## config.mk

```make
export PLATFORM = sky130hd
export DESIGN_NAME = uart_bus_loader
export DESIGN_NICKNAME = d
export VERILOG_FILES = /design/src/rtl/uart_bus_loader_pkg.sv /design/src/rtl/uart_byte_rx.sv /design/src/rtl/uart_bus_loader.sv
export SDC_FILE = /design/constraint.sdc
export NUM_CORES = 1
export LEC_CHECK = 0
export ABC_CLOCK_PERIOD_IN_PS = 8700
export BUFFER_PORTS_ARGS = -buffer_cell sky130_fd_sc_hd__buf_2
export CAP_MARGIN = 15
export CORE_MARGIN = 5
export CORE_UTILIZATION = 25
export CTS_BUF_LIST = sky130_fd_sc_hd__clkbuf_8
export DETAILED_ROUTE_END_ITERATION = 6
export PLACE_DENSITY = 0.42
export SLEW_MARGIN = 20
export SYNTH_ARGS = -nofsm -noshare
export SYNTH_HDL_FRONTEND = slang
export SYNTH_SLANG_ARGS = --single-unit
```

## constraint.sdc

```tcl
create_clock -name clk -period 8.7 [get_ports clk]
set_input_delay 0.87 -clock clk [delete_from_list [all_inputs] [get_ports clk]]
set_output_delay 0.87 -clock clk [all_outputs]
set_load 0.02 [all_outputs]
```

## src/rtl/uart_bus_loader_pkg.sv

```systemverilog
// rtl/uart_bus_loader_pkg.sv - shared constants, state encodings and bit-period helper for the UART bus loader
package uart_bus_loader_pkg;

    localparam logic [7:0] SYNC_BYTE = 8'hA5;
    localparam logic [7:0] CMD_WR    = 8'h01;
    localparam logic [7:0] CMD_RD    = 8'h02;
    localparam logic [7:0] ACK_BYTE  = 8'h06;
    localparam logic [7:0] NAK_BYTE  = 8'h15;

    typedef enum logic [2:0] {
        ST_IDLE,
        ST_CMD,
        ST_ADDR,
        ST_DATA,
        ST_BUS,
        ST_RSP,
        ST_NAK
    } state_t;

    typedef enum logic [1:0] {
        RX_IDLE,
        RX_START,
        RX_DATA,
        RX_STOP
    } rx_state_t;

    function automatic int unsigned calc_div(input int unsigned clk_hz, input int unsigned baud);
        return clk_hz / baud;
    endfunction

endpackage

```

## src/rtl/uart_byte_rx.sv

```systemverilog
// rtl/uart_byte_rx.sv - UART byte receiver: 2-FF synchronizer, mid-bit sampling, byte_valid / frame_err pulses
module uart_byte_rx
    import uart_bus_loader_pkg::*;
#(
    parameter int unsigned DIV = 434
) (
    input  logic       clk,
    input  logic       rst,
    input  logic       i_rx,
    output logic [7:0] o_byte,
    output logic       o_valid,
    output logic       o_frame_err,
    output logic       o_busy
);
    localparam logic [15:0] FULL_M1 = 16'(DIV - 1);
    localparam logic [15:0] HALF_M1 = 16'(DIV / 2 - 1);

    rx_state_t   r_state;
    rx_state_t   w_state_next;
    logic [1:0]  r_sync;
    logic        r_line_d;
    logic [15:0] r_cnt;
    logic [2:0]  r_bitn;
    logic [7:0]  r_shift;
    logic        r_valid;
    logic        r_ferr;
    logic        w_line;
    logic        w_fall;
    logic        w_tick;

    assign w_line = r_sync[1];
    assign w_fall = r_line_d & ~w_line;
    // START waits half a bit to land in the middle of the start bit; later ticks are a full bit apart
    assign w_tick = (r_state == RX_START) ? (r_cnt == HALF_M1)
                                          : ((r_state != RX_IDLE) && (r_cnt == FULL_M1));

    always_ff @(posedge clk) begin
        if (rst) r_state <= RX_IDLE;
        else     r_state <= w_state_next;
    end

    always_comb begin
        w_state_next = r_state;
        case (r_state)
            RX_IDLE:  if (w_fall) w_state_next = RX_START;
            RX_START: if (w_tick) w_state_next = w_line ? RX_IDLE : RX_DATA;
            RX_DATA:  if (w_tick && r_bitn == 3'd7) w_state_next = RX_STOP;
            RX_STOP:  if (w_tick) w_state_next = RX_IDLE;
            default:  w_state_next = RX_IDLE;
        endcase
    end

    always_comb begin
        o_busy      = (r_state != RX_IDLE);
        o_byte      = r_shift;
        o_valid     = r_valid;
        o_frame_err = r_ferr;
    end

    always_ff @(posedge clk) begin
        if (rst) begin
            r_sync   <= 2'b11;
            r_line_d <= 1'b1;
            r_cnt    <= 16'd0;
            r_bitn   <= 3'd0;
            r_shift  <= 8'd0;
            r_valid  <= 1'b0;
            r_ferr   <= 1'b0;
        end else begin
            r_sync   <= {r_sync[0], i_rx};
            r_line_d <= w_line;
            r_valid  <= 1'b0;
            r_ferr   <= 1'b0;
            if (r_state == RX_IDLE || w_tick) r_cnt <= 16'd0;
            else                              r_cnt <= r_cnt + 16'd1;
            if (r_state == RX_IDLE) begin
                r_bitn <= 3'd0;
            end else if (w_tick && r_state == RX_DATA) begin
                r_bitn  <= r_bitn + 3'd1;
                r_shift <= {w_line, r_shift[7:1]};
            end
            if (w_tick && r_state == RX_STOP) begin
                r_valid <= w_line;
                r_ferr  <= ~w_line;
            end
        end
    end

endmodule

```

## src/rtl/uart_bus_loader.sv

```systemverilog
// rtl/uart_bus_loader.sv - UART command frames to single-word bus reads/writes, with ACK/NAK/read-data replies
module uart_bus_loader
    import uart_bus_loader_pkg::*;
#(
    parameter int unsigned CLK_HZ       = 50000000,
    parameter int unsigned BAUD         = 115200,
    parameter int unsigned TIMEOUT_BITS = 20
) (
    input  logic        clk,
    input  logic        rst,
    input  logic        rx_pin,
    output logic        tx_pin,
    output logic [31:0] m_addr_o,
    output logic [31:0] m_data_o,
    input  logic [31:0] m_data_i,
    output logic        m_req_o,
    output logic        m_we_o,
    input  logic        m_gnt_i,
    output logic        cpu_hold_o,
    output logic        busy_o
);
    localparam int unsigned DIV    = calc_div(CLK_HZ, BAUD);
    localparam logic [15:0] DIV_M1 = 16'(DIV - 1);
    localparam logic [31:0] TO_M1  = 32'(TIMEOUT_BITS * DIV - 1);

    state_t      r_state;
    state_t      w_state_next;
    logic [7:0]  r_cmd;
    logic [31:0] r_addr;
    logic [31:0] r_wdata;
    logic [31:0] r_rdata;
    logic [1:0]  r_bcnt;
    logic [2:0]  r_tx_idx;
    logic [31:0] r_to_cnt;
    logic [9:0]  r_tx_shift;
    logic        r_tx_busy;
    logic [15:0] r_tx_cnt;
    logic [3:0]  r_tx_bitn;
    logic [7:0]  w_rx_byte;
    logic        w_rx_valid;
    logic        w_rx_ferr;
    logic        w_rx_busy;
    logic        w_is_wr;
    logic        w_in_frame;
    logic        w_timeout;
    logic        w_tx_done;
    logic        w_tx_ready;
    logic        w_tx_start;
    logic [7:0]  w_tx_byte;
    logic [2:0]  w_tx_count;

    uart_byte_rx #(.DIV(DIV)) u_rx (
        .clk         (clk),
        .rst         (rst),
        .i_rx        (rx_pin),
        .o_byte      (w_rx_byte),
        .o_valid     (w_rx_valid),
        .o_frame_err (w_rx_ferr),
        .o_busy      (w_rx_busy)
    );

    assign w_is_wr    = (r_cmd == CMD_WR);
    assign w_in_frame = (r_state == ST_CMD) || (r_state == ST_ADDR) || (r_state == ST_DATA);
    assign w_timeout  = w_in_frame && (r_to_cnt == TO_M1);
    // Ready during the last stop-bit cycle so queued reply bytes leave back-to-back
    assign w_tx_done  = r_tx_busy && (r_tx_cnt == DIV_M1) && (r_tx_bitn == 4'd9);
    assign w_tx_ready = !r_tx_busy || w_tx_done;
    assign w_tx_count = (r_state == ST_RSP && !w_is_wr) ? 3'd4 : 3'd1;
    assign m_addr_o   = r_addr;
    assign m_data_o   = r_wdata;
    assign tx_pin     = r_tx_shift[0];

    always_ff @(posedge clk) begin
        if (rst) r_state <= ST_IDLE;
        else     r_state <= w_state_next;
    end

    always_comb begin
        w_state_next = r_state;
        case (r_state)
            ST_IDLE: if (w_rx_valid && w_rx_byte == SYNC_BYTE) w_state_next = ST_CMD;
            ST_CMD: begin
                if (w_rx_ferr)       w_state_next = ST_NAK;
                else if (w_rx_valid) w_state_next = (w_rx_byte == CMD_WR || w_rx_byte == CMD_RD) ? ST_ADDR : ST_NAK;
                else if (w_timeout)  w_state_next = ST_IDLE;
            end
            ST_ADDR: begin
                if (w_rx_ferr) w_state_next = ST_NAK;
                else if (w_rx_valid && r_bcnt == 2'd3) begin
                    if (r_addr[1:0] != 2'b00) w_state_next = ST_NAK;
                    else                      w_state_next = w_is_wr ? ST_DATA : ST_BUS;
                end else if (w_timeout) w_state_next = ST_IDLE;
            end
            ST_DATA: begin
                if (w_rx_ferr)                           w_state_next = ST_NAK;
                else if (w_rx_valid && r_bcnt == 2'd3)   w_state_next = ST_BUS;
                else if (w_timeout)                      w_state_next = ST_IDLE;
            end
            ST_BUS:  if (m_gnt_i) w_state_next = ST_RSP;
            ST_RSP, ST_NAK: if (r_tx_idx == w_tx_count && w_tx_done) w_state_next = ST_IDLE;
            default: w_state_next = ST_IDLE;
        endcase
    end

    always_comb begin
        m_req_o    = (r_state == ST_BUS);
        m_we_o     = (r_state == ST_BUS) && w_is_wr;
        busy_o     = (r_state != ST_IDLE);
        cpu_hold_o = (r_state != ST_IDLE);
        w_tx_start = ((r_state == ST_RSP) || (r_state == ST_NAK)) && (r_tx_idx < w_tx_count) && w_tx_ready;
        w_tx_byte  = 8'h00;
        if (r_state == ST_NAK)     w_tx_byte = NAK_BYTE;
        else if (w_is_wr)          w_tx_byte = ACK_BYTE;
        else                       w_tx_byte = r_rdata[{r_tx_idx[1:0], 3'b000} +: 8];
    end

    always_ff @(posedge clk) begin
        if (rst) begin
            r_cmd    <= 8'd0;
            r_addr   <= 32'd0;
            r_wdata  <= 32'd0;
            r_rdata  <= 32'd0;
            r_bcnt   <= 2'd0;
            r_tx_idx <= 3'd0;
            r_to_cnt <= 32'd0;
        end else begin
            r_to_cnt <= (w_in_frame && !w_rx_busy && !w_rx_valid) ? r_to_cnt + 32'd1 : 32'd0;
            if (r_state != w_state_next)                                      r_bcnt <= 2'd0;
            else if (w_rx_valid && (r_state == ST_ADDR || r_state == ST_DATA)) r_bcnt <= r_bcnt + 2'd1;
            if (w_rx_valid && r_state == ST_CMD)  r_cmd <= w_rx_byte;
            if (w_rx_valid && r_state == ST_ADDR) r_addr[{r_bcnt, 3'b000} +: 8] <= w_rx_byte;
            if (w_rx_valid && r_state == ST_DATA) r_wdata[{r_bcnt, 3'b000} +: 8] <= w_rx_byte;
            if (r_state == ST_BUS && m_gnt_i && !w_is_wr) r_rdata <= m_data_i;
            if (r_state == ST_RSP || r_state == ST_NAK) begin
                if (w_tx_start) r_tx_idx <= r_tx_idx + 3'd1;
            end else begin
                r_tx_idx <= 3'd0;
            end
        end
    end

    always_ff @(posedge clk) begin
        if (rst) begin
            r_tx_shift <= 10'h3FF;
            r_tx_busy  <= 1'b0;
            r_tx_cnt   <= 16'd0;
            r_tx_bitn  <= 4'd0;
        end else if (w_tx_start) begin
            r_tx_shift <= {1'b1, w_tx_byte, 1'b0};
            r_tx_busy  <= 1'b1;
            r_tx_cnt   <= 16'd0;
            r_tx_bitn  <= 4'd0;
        end else if (r_tx_busy) begin
            if (r_tx_cnt == DIV_M1) begin
                r_tx_cnt   <= 16'd0;
                r_tx_shift <= {1'b1, r_tx_shift[9:1]};
                if (r_tx_bitn == 4'd9) r_tx_busy <= 1'b0;
                else                   r_tx_bitn <= r_tx_bitn + 4'd1;
            end else begin
                r_tx_cnt <= r_tx_cnt + 16'd1;
            end
        end
    end

endmodule

```

==> results of run 1 <==
==> per-stage QoR <==
| stage | hold WS [ns] | power (W) | cell area, sq um | std cells |
|---|---|---|---|---|
| floorplan | 0.389 | 0.000989 | 9200 | 1073 |
| global placement | 0.393 | 0.00100 | 10100 | 1589 |
| detailed placement | 0.409 | 0.00100 | 10100 | 1589 |
| CTS | 0.422 | 0.00193 | 10900 | 1657 |
| global route | 0.447 | 0.00198 | 10900 | 1657 |
| finish | 0.422 | 0.00188 | 10900 | 1657 |
==> flip-flops by register name, summed over array words and instances, names as in the netlist, named ones only <==
signal and flops:
m_addr_o 32, m_data_o 32, r_bcnt 2, r_cmd 8, r_rdata 32, r_state 3
r_to_cnt 32, r_tx_bitn 4, r_tx_busy 1, r_tx_cnt 16, r_tx_idx 3, r_tx_shift 9
u_rx.o_byte 8, u_rx.o_frame_err 1, u_rx.o_valid 1, u_rx.r_bitn 3, u_rx.r_cnt 16, u_rx.r_line_d 1
u_rx.r_state 1, u_rx.r_sync 2
==> where the power goes <==
part           leakage, nW  switching [W]  total [W]  internal [W]
Sequential            1.68     0.00000193   0.000956      0.000954
Clock                0.438       0.000408   0.000904      0.000495
Combinational         1.66      0.0000170  0.0000252    0.00000817
Total                 3.78       0.000427    0.00188       0.00146
==> metal layers <==
layer  part of all wire [%]  GRT usage (%)  routed length, microns
met5                  0.027              0                       7
met4                    1.9           3.27                     506
met3                    4.6           2.63                    1200
met2                     46           19.9                   12100
met1                     47           16.6                   12300
==> worst paths after layout <==
path | endpoint | start | slack (ns)
worst max-delay path | m_we_o | r_cmd[7] | 5.24
worst min-delay path | u_rx.r_sync[1] | u_rx.r_sync[0] | 0.42
worst max register to register | r_tx_cnt[10] | r_cmd[7] | 5.28
worst min register to register | u_rx.r_sync[1] | u_rx.r_sync[0] | 0.42
==> final cells by class <==
cell class / count / area, sq um / area share, %
clock buffer: 48 / 661 / 6.08
clock inverter: 20 / 85.1 / 0.783
inverter: 16 / 60.1 / 0.552
multi-input combinational: 785 / 4730 / 43.5
sequential: 208 / 4160 / 38.3
tap: 468 / 586 / 5.39
timing repair buffer: 112 / 583 / 5.36
==> cell usage after synthesis (4+ instances only) <==
cell type,number
a21bo_2,4
a21oi_1,108
and2_1,5
and3_1,10
and4_1,8
and4b_1,4
buf_2,6
clkbuf_1,55
dfxtp_1,208
ha_1,18
inv_1,15
mux2i_1,39
mux4_2,8
nand2_1,134
nand3_1,93
nand3b_1,5
nand4_1,22
nor2_1,117
nor3_1,20
nor3b_1,5
nor4_1,19
nor4b_1,4
nor4bb_1,4
o211ai_1,6
o21ai_0,26
or2_2,6
or3_1,10
or4_1,8
xnor2_1,28
xor2_1,26
==> critical path: cells and delay by family, from the launching register on <==
family                 cells  cell delay (ns)
AND/OR/NAND/NOR            3             1.50
buffers and inverters      1             0.24
flip-flops                 1             0.31
==> logic make-up (layout without fill, tap and decap cells) <==
| group | after synthesis | in the layout | share of synthesized area (%) |
|---|---|---|---|
| AND/OR/NAND/NOR | 492 | 492 | 26.7 |
| flip-flops | 208 | 208 | 45.2 |
| buffers and inverters | 80 | 196 | 3.44 |
| AO/OA/AOI/OAI | 173 | 173 | 10.7 |
| XOR/XNOR | 54 | 54 | 5.14 |
| adder cells (fa/ha/maj) | 18 | 18 | 2.45 |
| multiplexers | 48 | 48 | 6.32 |
==> results.tsv, run 1 <==
stage	metric	value	unit
run_status	outcome	finished, final reports clean	
yosys	synth_top_area_share	45.2	%
floorplan	die_y	202	microns
clock_tree	clkTransAtPathRegs	0.06	ns
sta	max_freq	289	MHz
yosys	ys_async_sr_fraction	0	%
sta	hold_viol	0	
floorplan	dieArea	0.0407	sq mm
floorplan	io_pins	105	
power	leakage	3.78	nW
yosys	ys_ff_latch	208	
run	maxCapViolations	0	
yosys	syn-instance-count	1073	
drt	vias	7788	
global_route	grt_pass1_wl	41.6	mm
sta	slew_viol_final	0	
placed_design	dp_slack	5.29	ns
drt	dr.pass1.iters	4	
clock_tree	cts_buffers	41	
finish	finalCoreUtilization	29.8	%
yosys	ys_warn_count	0	
drt	drtAntennaViolNets	0	
sta	fin_ws	5.24	ns
placed_design	port-buffer-count	104	
critical_path	end_kind	output port	
critical_path	worstPathCellList	nor4b_1 > nand2_1 > nor3_1 > buf_2	
clock_tree	post_cts_buffers	0	
yosys	yosys-top-cells-area	dfxtp_1 45%, a21oi_1 5.9%, nand2_1 5.5%	
yosys	synthDistinctLibCells	65	
clock_tree	cts_sinks	208	
sta	finalSetupTns	0	ns
global_route	grt_max_degree	86	
global_route	grt_pass1_vias	7522	
sta	rsz0062_at_grt	false	
sta	finalCritPeriodShare	39.7	%
finish	syn_to_final_growth	18.1	%
critical_path	rr_worst_depth	8	
critical_path	cp.required	7.83	ns
finish	final_common_cell	dfxtp_1	
power	power_density	173	mW/mm^2
clock_tree	hold_buffers	0	
sta	finalSetupViolCount	0	
yosys	synth_fp_nets	1127	
yosys	ys.flop_type	dfxtp_1	
finish	n_antenna_cell	0	
hold_path	hold_class	reg -> reg	
drt	routed_wl	26.1	mm
global_route	grt_util_all_layers	12.3	%
critical_path	cp.arrival	2.59	ns
sta	period_minus_slack	3.46	ns
clock_tree	htreeDepth	2	
finish	most-common-layout-cells	208 x dfxtp_1, 134 x nand2_1, 117 x nor2_1, 108 x a21oi_1, 103 x buf_2	
sta	tightest_slew	1.10	ns
floorplan	die_x	202	microns
floorplan	start_util	25.3	%
sta	slew_headroom	26.1	%
critical_path	crit_type	reg -> out	
yosys	seq_area_frac_synth	45.2	%
sta	skew	0.0157	ns
yosys	synth_edf_count	0	
drt	viasPerCell	4.70	
drt	wl_per_cell	15.7	microns
floorplan	core	0.0364	sq mm
critical_path	cp_slowest_cell	nor4b_1	
yosys	yosysTopAreaCell	dfxtp_1	
finish	drive_above_1_share	16.0	%
drt	drc_errors	0	
critical_path	cp_slowest_stage_delay	0.72	ns
clock_tree	insertion_delay	0.53	ns
finish	fillers	3890	
drt	drt_iter0_drc	461	
finish	nets	1218	
floorplan	rows	70	
hold_path	whs_path_depth	1	
placed_design	place_hpwl	17.3	mm
clock_tree	cts_root_buffer	clkbuf_8	
global_route	grt.overflow.total	0	
clock_tree	postCtsResizedCells	0	
clock_tree	cts_tree	built	
global_route	antenna_found_initial	1	
critical_path	worstPathMaxFanout	7	
yosys	synth.avg_cell_area	8.58	sq um
critical_path	cp-start-kind	flop	
placed_design	place.gp.congestion	0.731	
yosys	syn-cell-area	0.00920	sq mm
clock_tree	ctsLongestPathBuffers	3	
power	vdd.ir_drop.worst	0.0832	mV
(Power assumes the default switching activity.)
==> run 2: changes to the inputs <==
--- a/config.mk
+++ b/config.mk
@@ -5,7 +5,8 @@
 export SDC_FILE = /design/constraint.sdc
 export NUM_CORES = 1
 export LEC_CHECK = 0
-export ABC_CLOCK_PERIOD_IN_PS = 8700
+export ABC_AREA = 1
+export ABC_CLOCK_PERIOD_IN_PS = 3200
 export BUFFER_PORTS_ARGS = -buffer_cell sky130_fd_sc_hd__buf_2
 export CAP_MARGIN = 15
 export CORE_MARGIN = 5
==> constraint.sdc (replaced) <==
create_clock -name clk -period 3.2 [get_ports clk]
set_input_delay 0.32 -clock clk [delete_from_list [all_inputs] [get_ports clk]]
set_output_delay 0.32 -clock clk [all_outputs]
set_load 0.02 [all_outputs]
==> results.tsv, run 2 <==
stage	metric	value	unit	change
yosys	yosys.area_share.simple	30.9	%	+4.2 points
yosys	seq_area_frac_synth	43.6	%	-1.6 points
power	intPower	0.00403	W	+180%
critical_path	worstPathMaxFanout	15		+8
yosys	synthDistinctLibCells	50		-23%
yosys	yosys-top-cells-area	dfxtp_1 44%, nor2_1 11%, nand2_1 7.5%		
sta	rsz0062_at_grt	false		
finish	final_common_cell	nor2_1		
yosys	yosysMostFrequentCell	nor2_1		
yosys	synth_fa_ha_area_share	2.36	%	-0.088 points
hold_path	hold_class	in -> reg		
finish	instances_no_fill	2005		+21%
placed_design	port-buffer-count	104		unchanged
clock_tree	cts_sinks	208		unchanged
placed_design	place_hpwl	20.4	mm	+18%
finish	syn_to_final_growth	21.0	%	
critical_path	r2r_start	r_state[2]		
placed_design	place.gp.congestion	0.785		+7.3%
clock_tree	cts_buffers	41		unchanged
sta	slew_headroom	54.0	%	+28 points
clock_tree	htreeDepth	2		unchanged
yosys	ys_async_sr_fraction	0	%	unchanged
yosys	ys_warn_count	0		unchanged
sta	hold_viol	0		unchanged
yosys	synth_top_family_by_area	simple AND/OR/NAND/NOR gates		
yosys	syn-instance-count	1334		+24%
global_route	grt.overflow.total	0		unchanged
floorplan	rows	71		+1.4%
power	leakage	4.73	nW	+25%
sta	period_minus_slack	2.39	ns	
finish	regArea	0.00416	sq mm	unchanged
hold_path	whs_path_depth	3		+2
global_route	grt_max_degree	43		-50%
yosys	ys_ff_latch	208		unchanged
sta	finalCritPeriodShare	74.6	%	
run_status	outcome	finished, final reports clean		
power	p_switching	0.00122	W	+190%
yosys	yosys-top-cells-count	276 x nor2_1, 208 x dfxtp_1, 190 x nand2_1		
hold_path	worstHoldStart	m_data_i[28]		
power	seqPwrFrac	49.6	%	-1.1 points
clock_tree	insertion_delay	0.54	ns	about the same
sta	slew_viol_final	0		unchanged
sta	finalSetupTns	0	ns	unchanged
clock_tree	ctsLongestPathBuffers	3		unchanged
clock_tree	postCtsResizedCells	0		unchanged
yosys	synth_compound_area_share	14.4	%	+3.7 points
drt	drt_iter0_drc	374		-19%
finish	nets	1527		+25%
sta	tightest_slew	0.690	ns	-0.414 ns
critical_path	crit_start	r_state[2]		
yosys	syn-cell-area	0.00955	sq mm	+3.7%
drt	dr.pass1.iters	4		unchanged
power	swShare	23.2	%	+0.54 points
placed_design	dp.cells	1922		+21%
global_route	grt_pass1_vias	8687		+15%
critical_path	rr_worst_depth	12		+4
yosys	yosysTopAreaCell	dfxtp_1		
finish	n_antenna_cell	0		unchanged
yosys	synth_edf_count	0		unchanged
sta	fin_ws	0.812	ns	-4.43 ns
finish	drive_above_1_share	15.9	%	-0.12 points
yosys	ys.flop_type	dfxtp_1		
power	clkPwrFrac	47.9	%	about the same
critical_path	cp.arrival	2.83	ns	+0.24 ns
power	vdd.ir_drop.worst	0.175	mV	+110%
power	power_frac_comb	2.5	%	+1.2 points
floorplan	core	0.0377	sq mm	+3.4%
finish	fillers	4215		+8.4%
drt	routed_wl	27.9	mm	+7.2%
global_route	grt_pass1_wl	45.3	mm	+8.8%
critical_path	cp.required	3.65	ns	-4.18 ns
yosys	synth_top_area_share	43.6	%	-1.6 points
critical_path	end_kind	flop		
floorplan	io_pins	105		unchanged
critical_path	endpoint	r_tx_cnt[8]		
finish	final_cell_area	0.0115	sq mm	+6.2%
global_route	antenna_found_initial	0		-1
drt	wl_per_cell	13.9	microns	-11%
global_route	grt_util_all_layers	13.2	%	+0.91 points
sta	finalSetupViolCount	0		unchanged
floorplan	dieArea	0.0422	sq mm	+3.5%
sta	fin_hold_ws	0.0327	ns	-0.389 ns
sta	max_freq	419	MHz	
clock_tree	cts_root_buffer	clkbuf_8		
critical_path	cp-start-kind	flop		
placed_design	dpl_cell_area	0.0106	sq mm	+4.8%
drt	drtAntennaViolNets	0		unchanged
critical_path	r2r_setup_slack	0.81	ns	-4.47 ns
drt	viasPerCell	4.37		-7.0%
critical_path	r2r-end	r_tx_cnt[8]		
yosys	synth_fp_nets	1388		+23%
placed_design	dp_slack	0.795	ns	-4.50 ns
run	maxCapViolations	0		unchanged
yosys	synth.avg_cell_area	7.16	sq um	-17%
floorplan	start_util	25.3	%	+0.085 points
yosys	muxShareOfSynthArea	0	%	-6.3 points
drt	drc_errors	0		unchanged
finish	multi_input_area	0.00466	sq mm	-1.5%
drt	vias	8760		+12%
yosys	yosys.area_share.xor_xnor	1.19	%	-3.9 points
power	power_density	455	mW/mm^2	+160%
critical_path	crit_type	reg -> reg		
sta	skew	0.0174	ns	+0.00167 ns
clock_tree	clkTransAtPathRegs	0.06	ns	about the same
floorplan	die_y	205	microns	+1.8%
floorplan	die_x	205	microns	+1.8%
clock_tree	cts_tree	built		
finish	most-common-layout-cells	276 x nor2_1, 208 x dfxtp_1, 190 x nand2_1, 144 x inv_1, 142 x o21ai_0		
==> run 2: kinds of logic (layout without fill, tap and decap cells) <==
kind of cell               after synthesis  count (layout)
adders and majority gates               18              18
DFF                                    208             208
and+or+nand+nor                        653             653
AOI/OAI and AO/OA                      260             260
xor gates and xnor gates                13              13
buffers and inverters                  182             342
==> run 2: critical path, cell delays in order (launching register included) <==
cell and delay [ns]:
dfxtp_1 0.46, inv_2 0.13, nor2_2 0.18, nand2_1 0.10, ha_1 0.30, inv_1 0.05
a21oi_1 0.22, nor3_4 0.08, nand2_4 0.16, inv_6 0.08, nor2_4 0.14, nand2_2 0.16
a221oi_1 0.23
==> run 2: worst min-delay path by stage <==
stage                           to  slack [ns]
floorplan           u_rx.r_sync[1]        0.39
global placement    u_rx.r_sync[1]        0.39
detailed placement  u_rx.r_sync[1]        0.40
CTS                    r_rdata[28]      0.0004
global route            r_rdata[0]        0.02
finish                 r_rdata[28]        0.03
==> run 2: metal layers <==
layer	wire [microns]	global-route usage [%]	up-vias
li1	-	-	4631
met2	12800	22.1	152
met1	13300	17.1	3936
met5	0	0	-
met3	1270	2.90	41
met4	537	3.76	0
==> run 2: power by group through the flow <==
stage	clock [W]	sequential, W	combinational (W)
finish	0.00252	0.00261	0.000129
global route	0.00275	0.00260	0.000144
global placement	0	0.00266	0.000114
floorplan	0	0.00266	0.0000667
CTS	0.00264	0.00260	0.000132
detailed placement	0	0.00266	0.000113
==> run 2: per-stage QoR <==
stage	total power, W	utilization [%]
5_1_grt	0.00550	30.7
6_report	0.00525	30.7
3_5_place_dp	0.00277	28.2
2_1_floorplan	0.00273	-
4_1_cts	0.00538	30.7
3_3_place_gp	0.00277	28.2
==> run 2: layout make-up <==
cell class / count / share of cell area, %
Clock buffer: 50 / 5.96
Inverter: 145 / 4.79
Tap cell: 511 / 5.54
Clock inverter: 14 / 0.487
Timing Repair Buffer: 133 / 6.80
Multi-Input combinational cell: 944 / 40.4
Sequential cell: 208 / 36.1
==> run 2: repair_timing <==
| item | 4_1_cts | 5_1_grt |
|---|---|---|
| hold buffers | 19 | 0 |
| hold endpoints to repair | 19 | 0 |
| endpoints found under the setup margin | 0 | 0 |
| buffers inserted | 0 | 0 |
==> run 3: changes to the inputs <==
--- a/config.mk
+++ b/config.mk
@@ -5,15 +5,15 @@
 export SDC_FILE = /design/constraint.sdc
 export NUM_CORES = 1
 export LEC_CHECK = 0
-export ABC_AREA = 1
-export ABC_CLOCK_PERIOD_IN_PS = 3200
+export ABC_AREA = 0
+export ABC_CLOCK_PERIOD_IN_PS = 2000
 export BUFFER_PORTS_ARGS = -buffer_cell sky130_fd_sc_hd__buf_2
 export CAP_MARGIN = 15
 export CORE_MARGIN = 5
 export CORE_UTILIZATION = 25
 export CTS_BUF_LIST = sky130_fd_sc_hd__clkbuf_8
 export DETAILED_ROUTE_END_ITERATION = 6
-export PLACE_DENSITY = 0.42
+export PLACE_DENSITY = 0.43
 export SLEW_MARGIN = 20
 export SYNTH_ARGS = -nofsm -noshare
 export SYNTH_HDL_FRONTEND = slang
==> constraint.sdc (replaced) <==
create_clock -name clk -period 2 [get_ports clk]
set_input_delay 0.2 -clock clk [delete_from_list [all_inputs] [get_ports clk]]
set_output_delay 0.2 -clock clk [all_outputs]
set_load 0.02 [all_outputs]
==> results.tsv, run 3 (synthesis gave the netlist of run 1 again) <==
stage	metric	value	unit	change
global_route	antenna_found_initial	0		unchanged
floorplan	io_pins	105		unchanged
critical_path	end_kind	flop		
floorplan	rows	70		-1.4%
global_route	grt_util_all_layers	13.0	%	-0.22 points
floorplan	start_util	25.3	%	-0.085 points
critical_path	worstPathMaxFanout	5		-10
run_status	violations	negative setup slack		
power	power_density	654	mW/mm^2	+44%
sta	fin_ws	-0.261	ns	-1.07 ns
clock_tree	htreeDepth	2		unchanged
drt	drc_errors	0		unchanged
critical_path	cp_slowest_cell	or4b_1		
power	leakage	4.73	nW	about the same
clock_tree	cts_root_buffer	clkbuf_8		
drt	vias	8597		-1.9%
sta	fin_hold_ws	0.0588	ns	+0.0261 ns
global_route	grt.overflow.total	0		unchanged
critical_path	crit_type	reg -> reg		
power	vdd.ir_drop.worst	0.326	mV	+87%
clock_tree	ctsLongestPathBuffers	3		unchanged
finish	syn_to_final_growth	38.7	%	
sta	finalCritPeriodShare	113	%	+38 points
global_route	grt_pass1_vias	8445		-2.8%
drt	routed_wl	27.7	mm	-0.84%
power	p_switching	0.00194	W	+59%
critical_path	crit_family	simple AND/OR/NAND/NOR gates		
critical_path	cp.arrival	2.72	ns	-0.11 ns
sta	rsz0062_at_grt	true		
power	clkPwrFrac	48.0	%	about the same
sta	hold_viol	0		unchanged
run	maxCapViolations	0		unchanged
finish	regArea	0.00418	sq mm	+0.27%
global_route	grt_pass1_wl	44.4	mm	-1.9%
power	swShare	23.2	%	about the same
placed_design	port-buffer-count	104		unchanged
sta	slew_viol_final	0		unchanged
clock_tree	insertion_delay	0.55	ns	about the same
placed_design	place_hpwl	18.8	mm	-7.9%
clock_tree	cts_buffers	40		-2.4%
clock_tree	clkTransAtPathRegs	0.06	ns	about the same
finish	drive_above_1_share	28.6	%	+13 points
critical_path	cp_slowest_stage_delay	0.52	ns	+0.06 ns
critical_path	cp.required	2.46	ns	-1.19 ns
placed_design	place.gp.congestion	0.766		-2.4%
finish	n_antenna_cell	0		unchanged
finish	final_common_cell	dfxtp_1		
finish	most-common-layout-cells	199 x dfxtp_1, 133 x nand2_1, 129 x buf_4, 114 x nor2_1, 104 x a21oi_1		
sta	max_freq	442	MHz	+5.6%
power	power	0.00834	W	+59%
run_status	outcome	finished, violations left		
finish	multi_input_area	0.00507	sq mm	+8.8%
sta	period_minus_slack	2.26	ns	-0.127 ns
critical_path	crit_buf_inv	0		-3
drt	drt_iter0_drc	381		+1.9%
hold_path	hold_class	in -> reg		
floorplan	core	0.0364	sq mm	-3.3%
clock_tree	cts_tree	built		
floorplan	dieArea	0.0407	sq mm	-3.4%
drt	drtAntennaViolNets	0		unchanged
finish	nets	1392		-8.8%
finish	fillers	3859		-8.4%
power	power_frac_comb	2.2	%	-0.3 points
power	intPower	0.00641	W	+59%
drt	viasPerCell	4.69		+7.3%
sta	finalSetupViolCount	34		+34
drt	wl_per_cell	15.1	microns	+8.5%
critical_path	worstPathCellList	nor4b_4 > nand2_2 > nand3_4 > ha_4 > a21boi_4 > or3_4 > or4b_1 > o211ai_1		
sta	slew_headroom	69.9	%	+16 points
global_route	grt_max_degree	39		-9.3%
floorplan	die_x	202	microns	-1.7%
clock_tree	cts_sinks	208		unchanged
sta	skew	0.0365	ns	+0.0191 ns
floorplan	die_y	202	microns	-1.7%
power	seqPwrFrac	49.8	%	+0.2 points
drt	dr.pass1.iters	5		+1
sta	tightest_slew	0.451	ns	-0.239 ns
critical_path	cp-start-kind	flop		
-- run 3: cell types whose count changed in the layout (fill, tap and decap cells not counted), sizes merged, moves of 11 or more --
| cell | previous run | this run |
|---|---|---|
| nor2 | 295 | 118 |
| buf | 114 | 251 |
| inv | 154 | 30 |
| o21ai | 144 | 28 |
| nand2 | 202 | 134 |
| nand3 | 47 | 94 |
| mux2i | 0 | 39 |
| nor3 | 57 | 20 |
| xnor2 | 3 | 28 |
| xor2 | 10 | 26 |
| a21oi | 93 | 108 |
| dlygate4sd3 | 19 | 33 |
| nor4 | 9 | 21 |
| or3 | 0 | 11 |
-- run 3: repair_timing --
item,4_1_cts,5_1_grt
resized for setup,52,30
endpoints found under the setup margin,67,80
endpoints found under the hold margin,33,0
buffers inserted,10,6
pin swaps,13,24
cloned,2,2
hold buffers,33,0
-- run 3: per-layer routing --
layer | GRT usage (%) | wire length, microns
met1 | 17.4 | 13100
met2 | 21.2 | 12700
met5 | 0 | 0
met3 | 2.97 | 1420
met4 | 3.13 | 475
-- run 3: final timing paths --
check	startpoint	to	slack, ns	cells after the start
setup / recovery	r_cmd[1]	r_tx_shift[6]	-0.26	8
hold / removal	rst	r_cmd[2]	0.06	2
setup reg to reg	r_cmd[1]	r_tx_shift[6]	-0.26	8
hold reg to reg	u_rx.r_sync[0]	u_rx.r_sync[1]	0.42	1
-- run 3: final cells by class --
type | count | share of cell area [%]
flip-flops and latches | 208 | 32.7
multi-input cells | 788 | 39.7
well taps | 468 | 4.59
repair buffers | 284 | 16.6
inverters | 16 | 0.470
clock buffers | 48 | 5.17
clock inverters | 21 | 0.735
-- run 3: power by group through the flow --
stage	clock (W)	combinational, W	sequential, W
6_report	0.00401	0.000181	0.00416
5_1_grt	0.00435	0.000198	0.00415
4_1_cts	0.00419	0.000182	0.00415
3_5_place_dp	0	0.000131	0.00424
3_3_place_gp	0	0.000133	0.00424
2_1_floorplan	0	0.0000629	0.00424
-- run 3: through the flow --
stage	TNS [ns]	std cells	setup WS [ns]	instance area, sq um	util [%]
3_5_place_dp	-2.68	1713	-0.264	11200	30.8
6_report	-5.85	1833	-0.261	12800	35.0
2_1_floorplan	-3.55	1073	-0.259	9310	-
3_3_place_gp	-2.33	1713	-0.230	11200	30.8
4_1_cts	-5.64	1827	-0.279	12600	34.6
5_1_grt	-9.20	1833	-0.360	12800	35.0
